### config.mk
export PLATFORM = sky130hd
export DESIGN_NAME = match_pu_scheduler
export DESIGN_NICKNAME = d
export VERILOG_FILES = /design/src/rtl/match_pu_scheduler.sv
export SDC_FILE = /design/constraint.sdc
export NUM_CORES = 1
export LEC_CHECK = 0
export ABC_CLOCK_PERIOD_IN_PS = 3680
export CAP_MARGIN = 15
export CELL_PAD_IN_SITES_DETAIL_PLACEMENT = 0
export CELL_PAD_IN_SITES_GLOBAL_PLACEMENT = 1
export CORE_MARGIN = 2
export CORE_UTILIZATION = 26
export DETAILED_ROUTE_END_ITERATION = 7
export PLACE_DENSITY_LB_ADDON = 0.1
export SETUP_SLACK_MARGIN = 0.02
export SYNTH_ARGS = -nofsm -noshare
export SYNTH_HDL_FRONTEND = slang
export SYNTH_SLANG_ARGS = --single-unit
### constraint.sdc
create_clock -name clk -period 3.68 [get_ports clk]
set_input_delay 0.736 -clock clk [delete_from_list [all_inputs] [get_ports clk]]
set_output_delay 0.736 -clock clk [all_outputs]
set_load 0.01 [all_outputs]
### src/rtl/match_pu_scheduler.sv
// match_pu_scheduler: shares one match_pu between SLOT_NUM request slots.
//   Round-robin picks one eligible slot per cycle and registers it into the
//   match_pu input stage. The block tracks one outstanding request per slot
//   and routes match_pu responses back to their slot as one-cycle strobes.
//
// Optional feature: define MATCH_PU_SCHED_TIMEOUT_EN to add an 8-bit watchdog
//   per slot. A request with no response after TIMEOUT cycles is dropped and
//   err_timeout is set. Without the macro there are no counters and
//   err_timeout is tied to 0.
//
// Ports:
//   clk, rst              clock; synchronous active-high reset
//   req_valid/is_burst    per-slot request valid and burst flag
//   req_head_addr         per-slot head address, slot i at [i*ADDR_W +: ADDR_W]
//   req_history_addr      per-slot history address, same packing
//   req_ready             per-slot accept (combinational, one-hot or zero)
//   pu_*                  registered issue stage to the match_pu input
//   pu_ready              match_pu input ready
//   res_*                 match_pu output: valid, slot index, data fields
//   rsp_valid             per-slot one-cycle response strobe (registered)
//   rsp_match_len/extp/read_unsafe  shared registered response data
//   outstanding           bitmap of slots awaiting a response
//   err_spurious          sticky: response for a slot that was not outstanding
//   err_timeout           sticky: watchdog fired (0 when the feature is off)
module match_pu_scheduler #(
    parameter int unsigned SLOT_NUM   = 4,
    parameter int unsigned SLOT_IDX_W = 2,
    parameter int unsigned ADDR_W     = 32,
    parameter int unsigned MLEN_W     = 6,
    parameter int unsigned TIMEOUT    = 255
) (
    input  logic                     clk,
    input  logic                     rst,
    input  logic [SLOT_NUM-1:0]      req_valid,
    input  logic [SLOT_NUM-1:0]      req_is_burst,
    input  logic [SLOT_NUM*ADDR_W-1:0] req_head_addr,
    input  logic [SLOT_NUM*ADDR_W-1:0] req_history_addr,
    output logic [SLOT_NUM-1:0]      req_ready,
    output logic                     pu_valid,
    output logic [SLOT_IDX_W-1:0]    pu_slot_idx,
    output logic                     pu_is_burst,
    output logic [ADDR_W-1:0]        pu_head_addr,
    output logic [ADDR_W-1:0]        pu_history_addr,
    input  logic                     pu_ready,
    input  logic                     res_valid,
    input  logic [SLOT_IDX_W-1:0]    res_slot_idx,
    input  logic [MLEN_W-1:0]        res_match_len,
    input  logic                     res_extp,
    input  logic                     res_read_unsafe,
    output logic [SLOT_NUM-1:0]      rsp_valid,
    output logic [MLEN_W-1:0]        rsp_match_len,
    output logic                     rsp_extp,
    output logic                     rsp_read_unsafe,
    output logic [SLOT_NUM-1:0]      outstanding,
    output logic                     err_spurious,
    output logic                     err_timeout
);

    logic                  r_pu_valid;
    logic [SLOT_IDX_W-1:0] r_pu_slot_idx;
    logic                  r_pu_is_burst;
    logic [ADDR_W-1:0]     r_pu_head_addr;
    logic [ADDR_W-1:0]     r_pu_history_addr;
    logic [SLOT_IDX_W-1:0] r_ptr;
    logic [SLOT_NUM-1:0]   r_outstanding;
    logic [SLOT_NUM-1:0]   r_rsp_valid;
    logic [MLEN_W-1:0]     r_rsp_match_len;
    logic                  r_rsp_extp;
    logic                  r_rsp_read_unsafe;
    logic                  r_err_spurious;

    logic [SLOT_NUM-1:0]   w_eligible;
    logic [SLOT_IDX_W-1:0] w_grant;
    logic                  w_found;
    logic                  w_load;
    logic [SLOT_NUM-1:0]   w_grant_oh;
    logic [SLOT_NUM-1:0]   w_res_oh;
    logic [SLOT_NUM-1:0]   w_timeout;
    logic [SLOT_IDX_W-1:0] w_ptr_nxt;

    assign w_eligible = req_valid & ~r_outstanding;

    // Round-robin search: first eligible slot at or after the pointer, wrapping.
    always_comb begin
        w_grant = '0;
        w_found = 1'b0;
        for (int k = 0; k < int'(SLOT_NUM); k++) begin
            automatic int idx = (int'(r_ptr) + k) % int'(SLOT_NUM);
            if (!w_found && w_eligible[idx]) begin
                w_found = 1'b1;
                w_grant = SLOT_IDX_W'(idx);
            end
        end
    end

    // A new request may enter when the issue register is empty or draining.
    assign w_load    = w_found & (~r_pu_valid | pu_ready);
    assign w_ptr_nxt = SLOT_IDX_W'((int'(w_grant) + 1) % int'(SLOT_NUM));

    always_comb begin
        w_grant_oh          = '0;
        w_grant_oh[w_grant] = w_load;
    end

    always_comb begin
        w_res_oh               = '0;
        w_res_oh[res_slot_idx] = res_valid;
    end

    assign req_ready = w_grant_oh;

    // Issue register, outstanding tracking and response routing.
    always_ff @(posedge clk) begin
        if (rst) begin
            r_pu_valid        <= 1'b0;
            r_pu_slot_idx     <= '0;
            r_pu_is_burst     <= 1'b0;
            r_pu_head_addr    <= '0;
            r_pu_history_addr <= '0;
            r_ptr             <= '0;
            r_outstanding     <= '0;
            r_rsp_valid       <= '0;
            r_rsp_match_len   <= '0;
            r_rsp_extp        <= 1'b0;
            r_rsp_read_unsafe <= 1'b0;
            r_err_spurious    <= 1'b0;
        end else begin
            if (w_load) begin
                r_pu_valid        <= 1'b1;
                r_pu_slot_idx     <= w_grant;
                r_pu_is_burst     <= req_is_burst[w_grant];
                r_pu_head_addr    <= req_head_addr[32'(w_grant)*ADDR_W +: ADDR_W];
                r_pu_history_addr <= req_history_addr[32'(w_grant)*ADDR_W +: ADDR_W];
                r_ptr             <= w_ptr_nxt;
            end else if (pu_ready) begin
                r_pu_valid <= 1'b0;
            end
            // Grant sets are applied last; a granted slot was not outstanding.
            r_outstanding <= (r_outstanding & ~w_res_oh & ~w_timeout) | w_grant_oh;
            r_rsp_valid   <= w_res_oh;
            if (res_valid) begin
                r_rsp_match_len   <= res_match_len;
                r_rsp_extp        <= res_extp;
                r_rsp_read_unsafe <= res_read_unsafe;
                if (!r_outstanding[res_slot_idx]) begin
                    r_err_spurious <= 1'b1;
                end
            end
        end
    end

`ifdef MATCH_PU_SCHED_TIMEOUT_EN
    logic [7:0] r_wdog [SLOT_NUM];
    logic       r_err_timeout;

    // Fire on the edge where the counter would reach TIMEOUT; a response in
    // the same cycle takes precedence.
    always_comb begin
        w_timeout = '0;
        for (int i = 0; i < int'(SLOT_NUM); i++) begin
            w_timeout[i] = r_outstanding[i] & ~w_res_oh[i] &
                           (r_wdog[i] == 8'(TIMEOUT - 1));
        end
    end

    always_ff @(posedge clk) begin
        if (rst) begin
            for (int i = 0; i < int'(SLOT_NUM); i++) begin
                r_wdog[i] <= 8'd0;
            end
            r_err_timeout <= 1'b0;
        end else begin
            for (int i = 0; i < int'(SLOT_NUM); i++) begin
                if (w_grant_oh[i] || !r_outstanding[i]) begin
                    r_wdog[i] <= 8'd0;
                end else begin
                    r_wdog[i] <= r_wdog[i] + 8'd1;
                end
            end
            if (|w_timeout) begin
                r_err_timeout <= 1'b1;
            end
        end
    end

    assign err_timeout = r_err_timeout;
`else
    assign w_timeout   = '0;
    assign err_timeout = 1'b0;
`endif

    assign pu_valid        = r_pu_valid;
    assign pu_slot_idx     = r_pu_slot_idx;
    assign pu_is_burst     = r_pu_is_burst;
    assign pu_head_addr    = r_pu_head_addr;
    assign pu_history_addr = r_pu_history_addr;
    assign outstanding     = r_outstanding;
    assign rsp_valid       = r_rsp_valid;
    assign rsp_match_len   = r_rsp_match_len;
    assign rsp_extp        = r_rsp_extp;
    assign rsp_read_unsafe = r_rsp_read_unsafe;
    assign err_spurious    = r_err_spurious;

endmodule

# Word level (Yosys, flattened, before mapping)
# Cells that the tools add are included.
[totals]
regBits = 87
in_bits = 278
out_inout_bits = 90
[op_classes]
add_sub_neg = 4
order_cmp = 8
shift = 2
muxes = 29
bitwise_logic = 14
n_reduce_logical = 13
[op_table]
columns = ["cell", "count"]
rows = [
  ["128-bit by 8-bit indexed part select with 32-bit output", 2],
  ["1-bit 2-to-1 mux", 17],
  ["4-bit AND", 4],
  ["1-bit binary-select mux with 2-bit select", 6],
  ["3-bit by 4-bit < comparator with 1-bit output (second input constant)", 3],
  ["2-bit by 3-bit < comparator with 1-bit output (second input constant)", 3],
  ["2-bit 2-to-1 mux", 4],
  ["4-bit inverter", 2],
  ["2-bit OR reduction", 3],
  ["1-bit logical AND", 5],
  ["2-bit by 1-bit adder with 2-bit output (second input constant)", 2],
  ["2-bit adder (second input constant)", 2],
  ["1-bit demux with 2-bit select", 2],
  ["2-bit by 1-bit >= comparator with 1-bit output (second input constant)", 2],
  ["4-bit OR", 1],
  ["1-bit AND (first input constant)", 3],
  ["1-bit zero test", 3],
  ["1-bit inverter", 2],
  ["2-bit AND reduction", 1],
  ["2-bit nonzero test", 1],
  ["1-bit AND", 1],
  ["1-bit OR", 1],
]

# Depth between registers and ports, before layout
[depth]
ltp_word = 20
ltp_mapped = 7
mapped_depth_nobuf = 5

# Least setup slack after synthesis
# Ideal clock, no wire load.
[synth_timing]
kind = "input port to output port"
start = "input req_valid[1]"
end = "output req_ready[3]"
arrival_time_ns = 1.902
required_time_ns = 2.944
path_slack_ns = 1.042
stages = 6
n_path_buf = 1
cell_sequence = "or3b_1 > o221ai_2 > nand2_2 > buf_6 > or3_4 > inv_1"
[synth_between]
elab_chain_cells = 18
elab_cells_between_ends = 33
classes_between = "2 x order compare; 21 x mux; 3 x bitwise; 7 x reduce/logical"
[synth_lines]
columns = ["item", "line_no", "rtl"]
rows = [
  ["from (decl)", "34", "input logic [SLOT_NUM-1:0] req_valid,"],
  ["4-bit AND (*)", "81", "assign w_eligible = req_valid & ~r_outstanding;"],
  ["1-bit binary-select mux with 2-bit select", "89", "if (!w_found && w_eligible[idx]) begin"],
  ["1-bit 2-to-1 mux (not written as such)", "89", ""],
  ["1-bit 2-to-1 mux", "89", ""],
  ["1-bit zero test", "89", ""],
  ["1-bit logical AND", "89", ""],
  ["1-bit 2-to-1 mux", "89", ""],
  ["1-bit zero test", "89", ""],
  ["[... 2 more ...]", "n/a", ""],
  ["1-bit zero test", "89", ""],
  ["1-bit logical AND", "89", ""],
  ["2-bit 2-to-1 mux", "89", ""],
  ["2-bit by 3-bit < comparator with 1-bit output (not written as such) / 2-bit by 1-bit >= comparator with 1-bit output (equally long branches)", "102", "w_grant_oh[w_grant] = w_load;"],
  ["1-bit logical AND (not written as such)", "102", ""],
  ["1-bit 2-to-1 mux (not written as such)", "102", ""],
  ["1-bit demux with 2-bit select", "102", ""],
  ["4-bit AND (no source line) (*)", "n/a", ""],
  ["to (decl)", "38", "output logic [SLOT_NUM-1:0] req_ready,"],
]
# Every way passes the cells marked *; elsewhere a longest branch is shown, timed or not. The select of a mux whose other input is x is not followed.

# Worst setup path in the final report
# Ends and elaborated chain as after synthesis.

==> reports/qor.tcl <==
set qor(grt_use_total_pct) 18.0
set qor(grt_first_pass_wirelength_um) 28100
set qor(netlist_area_sq_mm) 0.00501
set qor(synth_top_area_share_pct) 34.8
set qor(root_cell_of_the_clock_tree) {clkbuf_16}
set qor(crit_top_cell) {clkdlybuf4s50_1}
set qor(worstMarginPinSlew_ps) 944
set qor(rows) 50
set qor(endpoint_kind) {output port}
set qor(routed-via-count) 4991
set qor(timing.final.hold_violations) 0
set qor(worst_r2r_path_depth) 6
set qor(routedWlPerCell_um) 17.7
set qor(cp_slowest_cell) {clkdlybuf4s50_1}
set qor(combinational_family_with_the_most_area_after_synthesis) {multiplexers}
set qor(synth.distinct_cells) 36
set qor(max-slew-margin-rel_pct) 37.0
set qor(worst_hold_path_cell_count) 2
set qor(peakVddDrop_v) 0.000696
set qor(filler_cell_count) 1674
set qor(detailed_place_hpwl_um) 14900
set qor(crit_path_max_incr_delay_ps) 560
set qor(status) {finished, final reports clean}
set qor(postCtsHoldBufs) 0
set qor(synthAdderAreaFrac_pct) 0
set qor(place_congestion) 0.829
set qor(die_area_sq_mm) 0.0204
set qor(yosys-mux-area-fraction_pct) 28.2
set qor(synth-seq-area-share_pct) 34.8
set qor(max_cap_violations) 0
set qor(final_instance_area_sq_mm) 0.00925
set qor(clock_skew_ps) 4.55
set qor(synth-main-ff-cell) {dfxtp_1}
set qor(cts_buffers) 9
set qor(drt-vias-per-instance) 4.61
set qor(synth.avg_cell_area_sq_um) 10.7
set qor(cts_max_level) 3
set qor(worst_skew_pair.late_latency_ps) 350
set qor(place.port_buffers) 366
set qor(layout-drive-gt1-share_pct) 11.1
set qor(drt_wl_total_um) 19200
set qor(post_synth_inst_count) 469
set qor(die_h_um) 143
set qor(yosys-top-cells-area) {dfxtp_1 (35%), mux2i_1 (28%), o221ai_2 (15%), nand2_1 (5.1%), buf_6 (3.1%)}
set qor(grt_max_degree) 132
set qor(timing.final.setup_violations) 0
set qor(critical_path_cell_count) 7
set qor(drt_first_iter_violations) 194
set qor(drcViolationCount) 0
set qor(globalRouteOverflowTotal) 0
set qor(final.period_utilization_pct) 97.9
set qor(slew_viol_final) 0
set qor(power-per-cell-area_mw_per_mm2) 590
set qor(antenna_left) 0
set qor(critical_path_data_arrival_time_ps) 2870
set qor(synth_edf_count) 0
set qor(core-area_sq_mm) 0.0188
set qor(num_antenna_cells) 0
set qor(grt_setup_unrepaired) {true}
set qor(fin_tns_setup_ps) 0
set qor(firstDrtPassIters) 4
set qor(setup.worst_path.start_class) {primary input}
set qor(die_w_um) 143
set qor(tritoncts_clock_tree) {built}
set qor(required_ps) 2940
set qor(post_synth_and_or_nand_nor_area_fraction_pct) 10.0
set qor(complex_gate_fraction_of_the_synthesized_area_pct) 20.8
set qor(ys_top_cells_by_count) {mux2i_1 (139), dfxtp_1 (87), nand2_1 (68)}
set qor(library_cell_occupying_the_most_area_in_the_post_synthesis_netlist) {dfxtp_1}
set qor(post-synth-top-count-cell) {mux2i_1}
set qor(critical_path_class) {in -> out}
set qor(first_global_vias) 5136
set qor(io_pins) 368
set qor(synth_xor_area_share_pct) 0.175
set qor(synthesis.yosys.warnings) 0
set qor(tmin_final_ps) 3600
set qor(worstHoldPathType) {reg -> reg}
set qor(antenna_found_initial) 0
set qor(synth.net_count) 747
set qor(fin_cells) 1082
set qor(clock_transition_at_path_regs_ps) 70
set qor(fmaxAchievable_mhz) 278
set qor(holdWs_ps) 465
set qor(cts.sinks) 87
set qor(cpLargestDelayFamily) {buffers and inverters}
set qor(synth-async-reset-ratio_pct) 0
set qor(crit_path_cell_trace) {clkdlybuf4s50_1 -> or3b_1 -> o221ai_4 -> nand2_8 -> or3_4 -> inv_1 -> clkdlybuf4s50_1}
set qor(static-leakage-power_uw) 0.00367
set qor(post_cts_setup_driven_buffer_insertion_count) 0
set qor(synthToLayoutAreaGrowth_pct) 84.8
set qor(synth.ff_latch_count) 87
set qor(start_util_pct) 26.6
set qor(ctsLongestPathBuffers) 2
set qor(critical_path_peak_fanout) 3
set qor(placed_area_sq_mm) 0.00886
set qor(critical_path.n_buffers_inverters) 3
set qor(post-place-cells) 1066
set qor(finish.net_count) 1095
## metrics by stage
step | utilization [%] | total power, uW | worst slack, ps
global route | 49.1 | 5770 | 16.9
detailed placement | 47.0 | 4410 | 10.8
global placement | 47.0 | 4370 | 43.3
CTS | 49.0 | 5520 | 61.2
finish | 49.1 | 5460 | 78.2
floorplan | - | 3210 | 1040
## cell usage in the layout, fill, tap and decap left out, types with 2 or more instances in the layout
| master | count |
|---|---|
| buf_4 | 7 |
| o221ai_2 | 50 |
| nand2b_1 | 8 |
| a21oi_2 | 3 |
| clkbuf_16 | 9 |
| nor3_1 | 3 |
| clkdlybuf4s50_1 | 365 |
| a21oi_1 | 6 |
| mux2i_1 | 139 |
| a211oi_1 | 2 |
| or3_4 | 2 |
| nor2_1 | 14 |
| o21ai_0 | 5 |
| buf_12 | 3 |
| dfxtp_1 | 87 |
| bufinv_16 | 3 |
| nand3_1 | 2 |
| nand2_1 | 68 |
| inv_1 | 6 |
| nor2b_1 | 2 |
| o221ai_1 | 15 |
## what timing repair did
action,in CTS,in global routing
pin swaps,0,2
gates cloned,0,0
setup endpoints to repair,1,1
gates resized for setup,3,4
hold endpoints to repair,0,0
## power by group
group          internal [uW]  switching (uW)
Sequential              1240             184
Clock                    666             408
Combinational           1600            1360
Total                   3510            1950
## routing by layer
| metal | vias to the layer above | routed length, um | part of all wire (%) | global-route usage, % |
|---|---|---|---|---|
| li1 | 2453 | - | - | - |
| met1 | 2304 | 7050 | 37 | 18.8 |
| met2 | 204 | 10100 | 53 | 33.5 |
| met3 | 30 | 1480 | 7.7 | 6.10 |
| met4 | 0 | 554 | 2.9 | 6.46 |
| met5 | - | 0 | 0 | 0 |
## path summary, 6_finish.rpt
path	start	slack (ps)	endpoint
hold reg to reg	pu_history_addr[6]	460	pu_history_addr[6]
setup / recovery	req_valid[1]	80	req_ready[3]
setup reg to reg	r_ptr[1]	1170	pu_history_addr[5]
hold / removal	pu_history_addr[6]	460	pu_history_addr[6]
## kinds of logic after synthesis
family | after synthesis
muxes | 140
and+or+nand+nor | 110
DFF | 87
AOI/OAI and AO/OA | 85
buffers and inverters | 45
xor gates and xnor gates | 1
other | 1
## worst reg2reg max path, stage by stage, from the launching register on
cell and delay [ps]:
dfxtp_1 490, nor4bb_4 420, a21oi_2 120, nand2_8 100
buf_12 580, mux2i_1 520, o221ai_1 160
## state kept, by name, indices dropped and copies added, names as in the netlist
| signal | cells |
|---|---|
| rsp_read_unsafe | 1 |
| outstanding | 4 |
| pu_is_burst | 1 |
| r_ptr | 2 |
| rsp_valid | 4 |
| rsp_match_len | 6 |
| err_spurious | 1 |
| pu_valid | 1 |
| rsp_extp | 1 |
| pu_history_addr | 32 |
| pu_slot_idx | 2 |
| pu_head_addr | 32 |
## cell type report
type                       instances  area, sq um  area share [%]
sequential                        87         1740            18.8
clock inverter                     7          120            1.30
clock buffer                       9          225            2.44
inverter                           6         22.5           0.244
timing repair buffer             376         3780            40.9
tap                              260          325            3.52
multi-input combinational        337         3040            32.8
Power figures use the tool's default switching activity.
